--- config.mk ---
export PLATFORM = sky130hd
export DESIGN_NAME = cdc_req_launcher
export DESIGN_NICKNAME = d
export VERILOG_FILES = /design/src/rtl/cdc_req_launcher.sv
export SDC_FILE = /design/constraint.sdc
export NUM_CORES = 1
export LEC_CHECK = 0
export BUFFER_PORTS_ARGS = -buffer_cell sky130_fd_sc_hd__buf_2
export CAP_MARGIN = 10
export CORE_AREA = 2 2 39 41
export CTS_CLUSTER_DIAMETER = 30
export DETAILED_ROUTE_END_ITERATION = 10
export DIE_AREA = 0 0 41 43
export HOLD_SLACK_MARGIN = 0.12
export PLACE_DENSITY_LB_ADDON = 0.08
export SETUP_SLACK_MARGIN = 0.2
export SYNTH_ARGS = -nofsm -noshare
export SYNTH_HDL_FRONTEND = slang
export SYNTH_SLANG_ARGS = --single-unit
--- constraint.sdc ---
create_clock -name clk_A -period 4.1 [get_ports clk_A]
set_clock_uncertainty 0.15 [all_clocks]
set_input_delay 0.205 -clock clk_A [delete_from_list [all_inputs] [get_ports clk_A]]
set_output_delay 0.205 -clock clk_A [all_outputs]
set_load 0.03 [all_outputs]
--- src/rtl/cdc_req_launcher.sv ---
// Source-side launcher for the clk_A->clk_B multi-bit synchronizer: holds each word on tx_data
// and runs a 4-phase req/ack handshake. Optional handshake watchdog under `CDC_TX_TIMEOUT_EN`.
module cdc_req_launcher #(
    parameter int WIDTH          = 4,
    parameter int SYNC_STAGES    = 2,
    parameter int TIMEOUT_CYCLES = 16
) (
    input  logic             clk_A,
    input  logic             rst_n,
    input  logic             s_valid,
    output logic             s_ready,
    input  logic [WIDTH-1:0] s_data,
    output logic [WIDTH-1:0] tx_data,
    output logic             tx_req,
    input  logic             ack_async,
    output logic             busy,
    output logic             err,
    input  logic             err_clr
);

    typedef enum logic [1:0] {IDLE, REQ, DROP} state_t;

    state_t                 state;
    logic [SYNC_STAGES-1:0] ack_sync;
    logic                   ack_s;
    logic                   req_timeout;
    logic                   drop_timeout;

    always_ff @(posedge clk_A or negedge rst_n) begin
        if (!rst_n) ack_sync <= '0;
        else        ack_sync <= {ack_sync[SYNC_STAGES-2:0], ack_async};
    end

    assign ack_s   = ack_sync[SYNC_STAGES-1];
    // A stale ack still high from the last transfer must drain before a new word is taken.
    assign s_ready = (state == IDLE) && !ack_s;
    assign busy    = (state != IDLE);

`ifdef CDC_TX_TIMEOUT_EN
    localparam int CW = $clog2(TIMEOUT_CYCLES + 1);
    localparam logic [CW-1:0] CNT_LAST = CW'(TIMEOUT_CYCLES - 1);

    logic [CW-1:0] cnt;
    logic          cnt_last;

    assign cnt_last     = (cnt == CNT_LAST);
    assign req_timeout  = (state == REQ)  && !ack_s && cnt_last;
    assign drop_timeout = (state == DROP) &&  ack_s && cnt_last;

    // Counter restarts whenever REQ or DROP is entered; leaving either state always clears it.
    always_ff @(posedge clk_A or negedge rst_n) begin
        if (!rst_n) begin
            cnt <= '0;
            err <= 1'b0;
        end else begin
            case (state)
                REQ:     cnt <= (ack_s || cnt_last)  ? '0 : cnt + 1'b1;
                DROP:    cnt <= (!ack_s || cnt_last) ? '0 : cnt + 1'b1;
                default: cnt <= '0;
            endcase
            if (err_clr)                     err <= 1'b0;
            if (req_timeout || drop_timeout) err <= 1'b1;
        end
    end
`else
    logic unused_err_clr;

    assign unused_err_clr = err_clr;
    assign req_timeout    = 1'b0;
    assign drop_timeout   = 1'b0;
    assign err            = 1'b0;
`endif

    always_ff @(posedge clk_A or negedge rst_n) begin
        if (!rst_n) begin
            state   <= IDLE;
            tx_data <= '0;
            tx_req  <= 1'b0;
        end else begin
            case (state)
                IDLE: begin
                    if (s_valid && s_ready) begin
                        tx_data <= s_data;
                        tx_req  <= 1'b1;
                        state   <= REQ;
                    end
                end
                REQ: begin
                    if (ack_s || req_timeout) begin
                        tx_req <= 1'b0;
                        state  <= DROP;
                    end
                end
                DROP: begin
                    if (!ack_s || drop_timeout) state <= IDLE;
                end
                default: begin
                    tx_req <= 1'b0;
                    state  <= IDLE;
                end
            endcase
        end
    end

endmodule

==> results of run 1 <==
-- power groups by stage --
stage / logic, µW / clock network (µW) / registers [µW]
after floorplan: 33.2 / 0 / 147
after global placement: 86.1 / 0 / 118
after detailed placement: 86.9 / 0 / 119
after CTS: 92.0 / 68.5 / 118
after global routing: 98.5 / 75.4 / 122
final: 90.9 / 64.8 / 118
-- timing repair --
action,CTS,global route
endpoints found under the setup margin,0,0
buffers inserted,0,0
hold endpoints to repair,15,0
hold buffers,7,0
-- Yosys cell counts --
master	number	area share [%]
nor2_1	2	2.1
conb_1	1	1.0
and2_1	1	1.7
a211o_2	1	2.8
mux2_2	4	12
and2b_2	1	2.4
or2_2	1	1.7
buf_4	1	2.1
dfrtp_1	9	63
nor4b_4	1	6.6
o21a_1	1	2.1
xor2_1	1	2.4
-- sequential cells by signal (all words and copies together), names as in the netlist --
signal,count
tx_data,4
ack_sync,2
state,2
tx_req,1
-- final cells by class --
type                       count  share of cell area, %
timing repair buffer          21                   26.0
clock buffer                   4                   4.87
multi-input combinational     14                   23.7
tap                           16                   3.71
sequential                     9                   41.8
-- through the flow --
stage / cell area (µm²) / setup slack, ps / util (%)
5_1_grt: 539 / 2360 / 39.0
4_1_cts: 539 / 2430 / 39.0
3_5_place_dp: 443 / 2530 / 32.0
3_3_place_gp: 443 / 2550 / 32.0
6_report: 539 / 2450 / 39.0
2_1_floorplan: 360 / 2490 / -
-- placed cells by master, fill, tap and decap left out --
master	count
a211o_2	1
and2_1	1
and2b_2	1
buf_2	14
clkbuf_1	1
clkbuf_4	3
conb_1	1
dfrtp_1	9
dlygate4sd3_1	7
mux2_2	4
nor2_1	2
nor4b_4	1
o21a_1	1
or2_2	1
xor2_1	1
-- layer usage --
metal	up-vias	share of wire, %	global-route usage [%]
met5	-	0	0
met2	8	58	17.8
met4	0	1.6	10.0
met3	2	5.2	3.14
li1	129	-	-
met1	128	35	11.4
-- logic make-up (layout without fill, tap and decap cells) --
| logic type | Yosys count | count (layout) | synth area share, % |
|---|---|---|---|
| AOI/OAI and AO/OA | 2 | 2 | 4.86 |
| DFF | 9 | 9 | 62.5 |
| and+or+nand+nor | 6 | 6 | 14.6 |
| buffers and inverters | 1 | 25 | 2.08 |
| muxes | 4 | 4 | 12.5 |
| xor gates and xnor gates | 1 | 1 | 2.43 |
| other | 1 | 1 | 1.04 |
-- worst min path at each step --
stage           from  slack, ps  cells past startpoint     endpoint
2_1_floorplan  rst_n       -240                      0  ack_sync[0]
3_3_place_gp   rst_n        -90                      1   tx_data[0]
3_5_place_dp   rst_n        -80                      1   tx_data[3]
4_1_cts        rst_n        170                      2   tx_data[3]
5_1_grt        rst_n        180                      2   tx_data[3]
6_report       rst_n        180                      2   tx_data[3]
==> impl_metrics.ini, run 1 <==
[status]
outcome = complete, no violations

[clock_network]
clk_pin_slew_ps = 60
cts.repair.resized = 0
clk-insertion-delay-late_ps = 250
htreeDepth = 1
tritoncts = yes
cts_buffer_depth = 2
cts_inserted_buffers = 3
cts.sinks = 9
cts-root-buf = clkbuf_4

[detailed_routing]
wl_per_cell_um = 10.5
ant_nets = 0
wl_um = 671
vias_per_cell = 4.17
drtIter0Drc = 1
drtPass1Iterations = 2
vias = 267
drc = 0

[sta]
timing.hold.ws_ps = 179
fin_crit_ps = 1650
rsz0062_at_grt = no
fmax_mhz = 606
setup_viol = 0
final_max_slew_viol_count = 0
finalHoldViolCount = 0
finalSetupTns_ps = 0
period_share_pct = 40.3

[final_layout]
fin_nets = 58
fill_cells = 139
instances_no_fill = 64
drive_above_1_share_pct = 52.1
diodes = 0
seq_area_um2 = 225
syn_to_final_growth_pct = 49.7
multi_input_area_um2 = 128

[critical_path]
path_cells = or2_2 > nor2_1 > buf_2
rrSetupSlack_ps = 2540
slowest_stage = dfrtp_1
timing.critical_path.slowest_cell_delay_ps = 440
path_class = reg2out
critPathCaptureType = output pin
start_kind = flop
rr_startpoint = state[0]
reg2regPathDepth = 2
crit_fanout = 5
worst-path-buf-inv = 1
worstSetupEndpoint = s_ready
cp.depth = 3
reg2reg_to = tx_data[2]
critPathArrivalTime_ps = 1300
path_delay_family = flip-flops
crit_start = state[0]
required_ps = 3740

[global_routing]
grt-ovfl-total = 0
grt_pass1_wl_mm = 1.28
grt_start_max_net_pins = 10
grt.total_usage_pct = 11.4
grt_pass1_vias = 315
antenna_found_initial = 0

[placed_design]
place_congestion = 0.584
portBuffers = 14
dp.cells = 53

[synth]
yosys_warnings = 0
yosysUniqueCellTypes = 12
avgSynthCellArea_um2 = 15.0
synth_nets = 33
ys_ff_latch = 9
ys_seq_area_share_pct = 62.5
postSynthCellCount = 24
syn_area_um2 = 360

[pwr]
vdd.ir_drop.worst_uv = 202
p_total_uw = 273
power.density_mw_per_mm2 = 507
seq_power_share_pct = 43.0
p_switching_uw = 92.8
p_leak_uw = 0.000260
pwr-share-clk_pct = 23.7
p_sw_share_pct = 33.9
combPwrFrac_pct = 33.2
internal-power_uw = 181

[die]
core_area_mm2 = 0.00138
io-pin-count = 17
dieWidth_um = 41
start_util_pct = 26.0
die_y_um = 43
dieArea_mm2 = 0.00176
row_count = 14

[flow_run]
maxCapViolCount = 0

[worst_hold_path]
min_path_type = in2async
Note: power is estimated with default switching activity, not from simulation.
==> run 2: changes to the inputs <==
Clock period 4.1 ns to 1.4 ns, I/O delays scaled along.
==> run 2 against run 1 <==
  * The flow now finishes with violations (negative setup slack)
  * Critical path type is now reg2reg
  * Count of clock-buffer cells in the layout did not move
  * Routed wire length increased by 22%
  * Power rose to 3.4 times the previous value
  * Worst hold slack better by 23 ps
  * Critical endpoint is now tx_data[0]
  * First-iteration DRC count is 100% lower
  * Global-route usage increased by 0.17 points
  * Setup slack got worse by 2500 ps
  * Via count up 21%
  * Sequential power rose to 2.9 times the previous value
==> impl_metrics.ini, run 2 (synthesis results as in run 1) <==
[detailed_routing]
wl_um = 821
drtIter0Drc = 0
wl_per_cell_um = 10.9
wl_met2_um = 470
drc = 0
ant_nets = 0
top_layer = met3
vias_per_cell = 4.29
met1_length_um = 314
drtPass1Iterations = 1
vias = 322
wl_met3_um = 35

[global_routing]
grt.total_usage_pct = 11.6
grt-ovfl-total = 0
grt_pass1_wl_mm = 1.37
antenna_found_initial = 0
grt_start_max_net_pins = 10
grt_pass1_vias = 345

[critical_path]
critPathArrivalTime_ps = 1470
required_ps = 1390
rrSetupSlack_ps = -90
critPathCaptureType = flop
cpMostUsedCell = buf_6
start_kind = flop
worst-path-buf-inv = 2
timing.critical_path.slowest_cell_delay_ps = 390
slowest_stage = dfrtp_1
path_delay_family = flip-flops
path_cells = buf_6 > nor4b_4 > buf_6 > mux2_4
crit_fanout = 5
path_class = reg2reg

[placed_design]
portBuffers = 14
placed_area_um2 = 477
place_ws_ps = -50.7
place_congestion = 0.540

[status]
violations = negative setup slack
outcome = finished, violations left

[clock_network]
cts.sinks = 9
clk_pin_slew_ps = 50
tritoncts = yes
clk-insertion-delay-late_ps = 250
cts_inserted_buffers = 3
cts-root-buf = clkbuf_4
cts_buffer_depth = 2
htreeDepth = 1

[die]
die_y_um = 43
dieWidth_um = 41
dieArea_mm2 = 0.00176
io-pin-count = 17
core_area_mm2 = 0.00138
start_util_pct = 26.0
row_count = 14

[final_layout]
drive_above_1_share_pct = 62.7
final_cell_area_um2 = 686
final_cell_mix = buf_2 (12), dfrtp_1 (8), dlygate4sd3_1 (8)
fin_util_pct = 49.5
largest_reg_flops = 4
fin_nets = 69
layout.cells.most_common = buf_2
diodes = 0
regMostFlops = tx_data
syn_to_final_growth_pct = 90.3
fill_cells = 129
top_regs = tx_data: 4 flops, ack_sync: 2 flops, state: 2 flops

[sta]
final_max_slew_viol_count = 0
fmax_mhz = 672
rsz0062_at_grt = yes
finalHoldViolCount = 0
setup_ws_ps = -88.6
period_share_pct = 106
fin_crit_ps = 1490
setup_viol = 6

[worst_hold_path]
min_path_type = reg2reg

[pwr]
vdd.ir_drop.worst_uv = 600
p_total_uw = 920
power.density_mw_per_mm2 = 1340
p_leak_uw = 0.000338

[flow_run]
maxCapViolCount = 0
run 2: timing repair:
item | in CTS | in global routing
hold buffers | 8 | 0
pin swaps | 2 | 5
hold endpoints to repair | 15 | 0
gates resized for setup | 11 | 4
buffers inserted | 2 | 4
endpoints found under the setup margin | 7 | 7
cloned | 0 | 0
run 2: cell type report:
| class | count | area, µm² | area share [%] |
|---|---|---|---|
| repair buffers | 32 | 253 | 36.9 |
| clock buffers | 4 | 26.3 | 3.83 |
| flip-flops and latches | 9 | 226 | 33.0 |
| well taps | 16 | 20.0 | 2.92 |
| multi-input cells | 14 | 160 | 23.4 |
run 2: power by group:
group	internal (µW)	total, µW	switching, µW
Combinational	193	384	191
Clock	109	194	84.9
Sequential	313	341	28.8
Total	616	920	305
run 2: worst reg2reg max path, cell delays in order (launching register included):
cell     delay, ps
dfrtp_1        390
buf_6          120
nor4b_4        250
buf_6          160
mux2_4         300
run 2: stage by stage:
step / setup TNS (ps) / hold WS [ps] / cells
detailed placement: -192 / -221 / 57
global route: -765 / 217 / 75
floorplan: -123 / -376 / 24
CTS: -542 / 204 / 71
global placement: -118 / -223 / 57
finish: -407 / 202 / 75
run 2: final timing paths:
kind | start | to | cells after the start
min in group asynchronous | rst_n | tx_data[2] | 3
max in group asynchronous | rst_n | tx_req | 3
min reg2reg | ack_sync[0] | ack_sync[1] | 0
max reg2reg | state[1] | tx_data[0] | 4
min | ack_sync[0] | ack_sync[1] | 0
max | state[1] | tx_data[0] | 4
run 2: per-layer routing:
| metal | vias to the layer above | track usage, % |
|---|---|---|
| li1 | 150 | - |
| met1 | 163 | 13.3 |
| met2 | 9 | 17.5 |
| met5 | - | 0 |
| met3 | 0 | 3.14 |
| met4 | 0 | 8.00 |
==> run 3: changes to the inputs <==
Settings changed: PLACE_DENSITY_LB_ADDON 0.08 to 0.15.
==> run 3 against run 2 <==
  * The run still ends with negative setup slack left
  * Register-to-register slack got worse by 20 ps
  * Fmax fell by 1.5%
  * Count of clock-buffer cells in the layout fell by 1
  * First-iteration DRC count rose by 3
  * Flip-flop and latch count did not move
  * Die area did not move
  * Cell count fell by 5.3%
  * Combinational power fell by 7.6%
  * Non-clock buffer count fell by 4
  * Global-route usage rose by 0.14 points
  * Critical path type unchanged
  * Largest cell class is now sequential cells
  * Highest routed layer unchanged
==> impl_metrics.ini, run 3 (synthesis results as in run 1) <==
[clock_network]
cts_inserted_buffers = 3
clk_pin_slew_ps = 70
tritoncts = yes
htreeDepth = 1
cts_buffer_depth = 2
cts-root-buf = clkbuf_4
cts.sinks = 9
clk-insertion-delay-late_ps = 260

[sta]
fin_crit_ps = 1510
finalSetupTns_ps = -526
final_max_slew_viol_count = 0
finalHoldViolCount = 0
timing.hold.ws_ps = 197
period_share_pct = 108
rsz0062_at_grt = yes
setup_viol = 5
setup_ws_ps = -112
fmax_mhz = 661

[detailed_routing]
drtIter0Drc = 3
vias = 290
wl_um = 763
vias_per_cell = 4.08
ant_nets = 0
drtPass1Iterations = 2
wl_per_cell_um = 10.7
drc = 0

[placed_design]
placed_area_um2 = 469
dp.cells = 56
hpwl_um = 470
place_congestion = 0.593
portBuffers = 14

[critical_path]
rr_startpoint = state[1]
crit_fanout = 5
path_cells = buf_4 > nor4b_4 > buf_6 > mux2_4
worstSetupEndpoint = tx_data[3]
critPathArrivalTime_ps = 1510
reg2reg_to = tx_data[3]
path_class = reg2reg
reg2regPathDepth = 4
critPathCaptureType = flop
required_ps = 1400
timing.critical_path.slowest_cell_delay_ps = 380
start_kind = flop
crit_start = state[1]
slowest_stage = dfrtp_1
rrSetupSlack_ps = -110

[final_layout]
regMostFlops = tx_data
diodes = 0
top_regs = tx_data: 4 flops, ack_sync: 2 flops, state: 2 flops
drive_above_1_share_pct = 61.8
fin_util_pct = 46.4
fin_nets = 65
final_cell_mix = buf_2 (12), dfrtp_1 (8), dlygate4sd3_1 (8)
final_cell_area_um2 = 642
largest_reg_flops = 4
instances_no_fill = 71
fill_cells = 133
layout.cells.most_common = buf_2
syn_to_final_growth_pct = 78.1

[pwr]
p_leak_uw = 0.000317
vdd.ir_drop.worst_uv = 748
power.density_mw_per_mm2 = 1390

[die]
dieWidth_um = 41
row_count = 14
dieArea_mm2 = 0.00176
io-pin-count = 17
start_util_pct = 26.0
die_y_um = 43
core_area_mm2 = 0.00138

[global_routing]
grt_pass1_wl_mm = 1.31
grt.total_usage_pct = 11.7
grt_pass1_vias = 313
grt-ovfl-total = 0
antenna_found_initial = 0
grt_start_max_net_pins = 10

[flow_run]
maxCapViolCount = 0

[worst_hold_path]
min_path_type = reg2reg

[status]
violations = negative setup slack
outcome = finished, violations left
==> run 3: through the flow <==
step	setup WS [ps]	power [µW]
final	-112	891
after global routing	-144	951
after global placement	-72.0	614
after detailed placement	-103	619
after floorplan	-30.7	532
after CTS	-111	905
==> run 3: power by group <==
group / switching, µW / leakage [µW] / internal, µW / total, µW
combinational: 183 / 0.000194 / 172 / 355
sequential: 27.1 / 0.000106 / 312 / 339
clock: 91.0 / 0.0000177 / 105 / 196
total: 301 / 0.000317 / 590 / 891
==> run 3: worst min-delay path by stage <==
stage	slack [ps]	endpoint	cells past startpoint	startpoint
4_1_cts	200	ack_sync[1]	0	ack_sync[0]
5_1_grt	210	ack_sync[1]	0	ack_sync[0]
3_5_place_dp	-220	tx_data[3]	1	rst_n
3_3_place_gp	-220	tx_data[3]	1	rst_n
2_1_floorplan	-380	ack_sync[0]	0	rst_n
6_report	200	ack_sync[1]	0	ack_sync[0]
==> run 3: routing by layer <==
metal / GRT usage [%] / share of wire [%]
met4: 8.00 / 0
met3: 3.14 / 5.2
met1: 14.1 / 39
met2: 17.2 / 56
met5: 0 / 0
==> run 3: final cells by class <==
class / count / area [µm²] / share of cell area (%)
timing repair buffer: 28 / 215 / 33.5
tap: 16 / 20.0 / 3.12
multi-input combinational: 14 / 153 / 23.8
clock buffer: 3 / 22.5 / 3.51
clock inverter: 1 / 5.00 / 0.780
sequential: 9 / 226 / 35.3
==> run 3: critical path, delay by kind of cell (launching register included) <==
kind          cells  cell delay, ps
mux               1             300
simple gates      1             270
flops             1             380
buf+inv           2             300
==> run 3: what timing repair did <==
item                                    CTS  global route
hold endpoints to repair                 15             0
setup buffers                             3             0
pin swaps                                 3             1
resized for setup                        12             0
hold buffers                              8             0
endpoints found under the setup margin    7             7
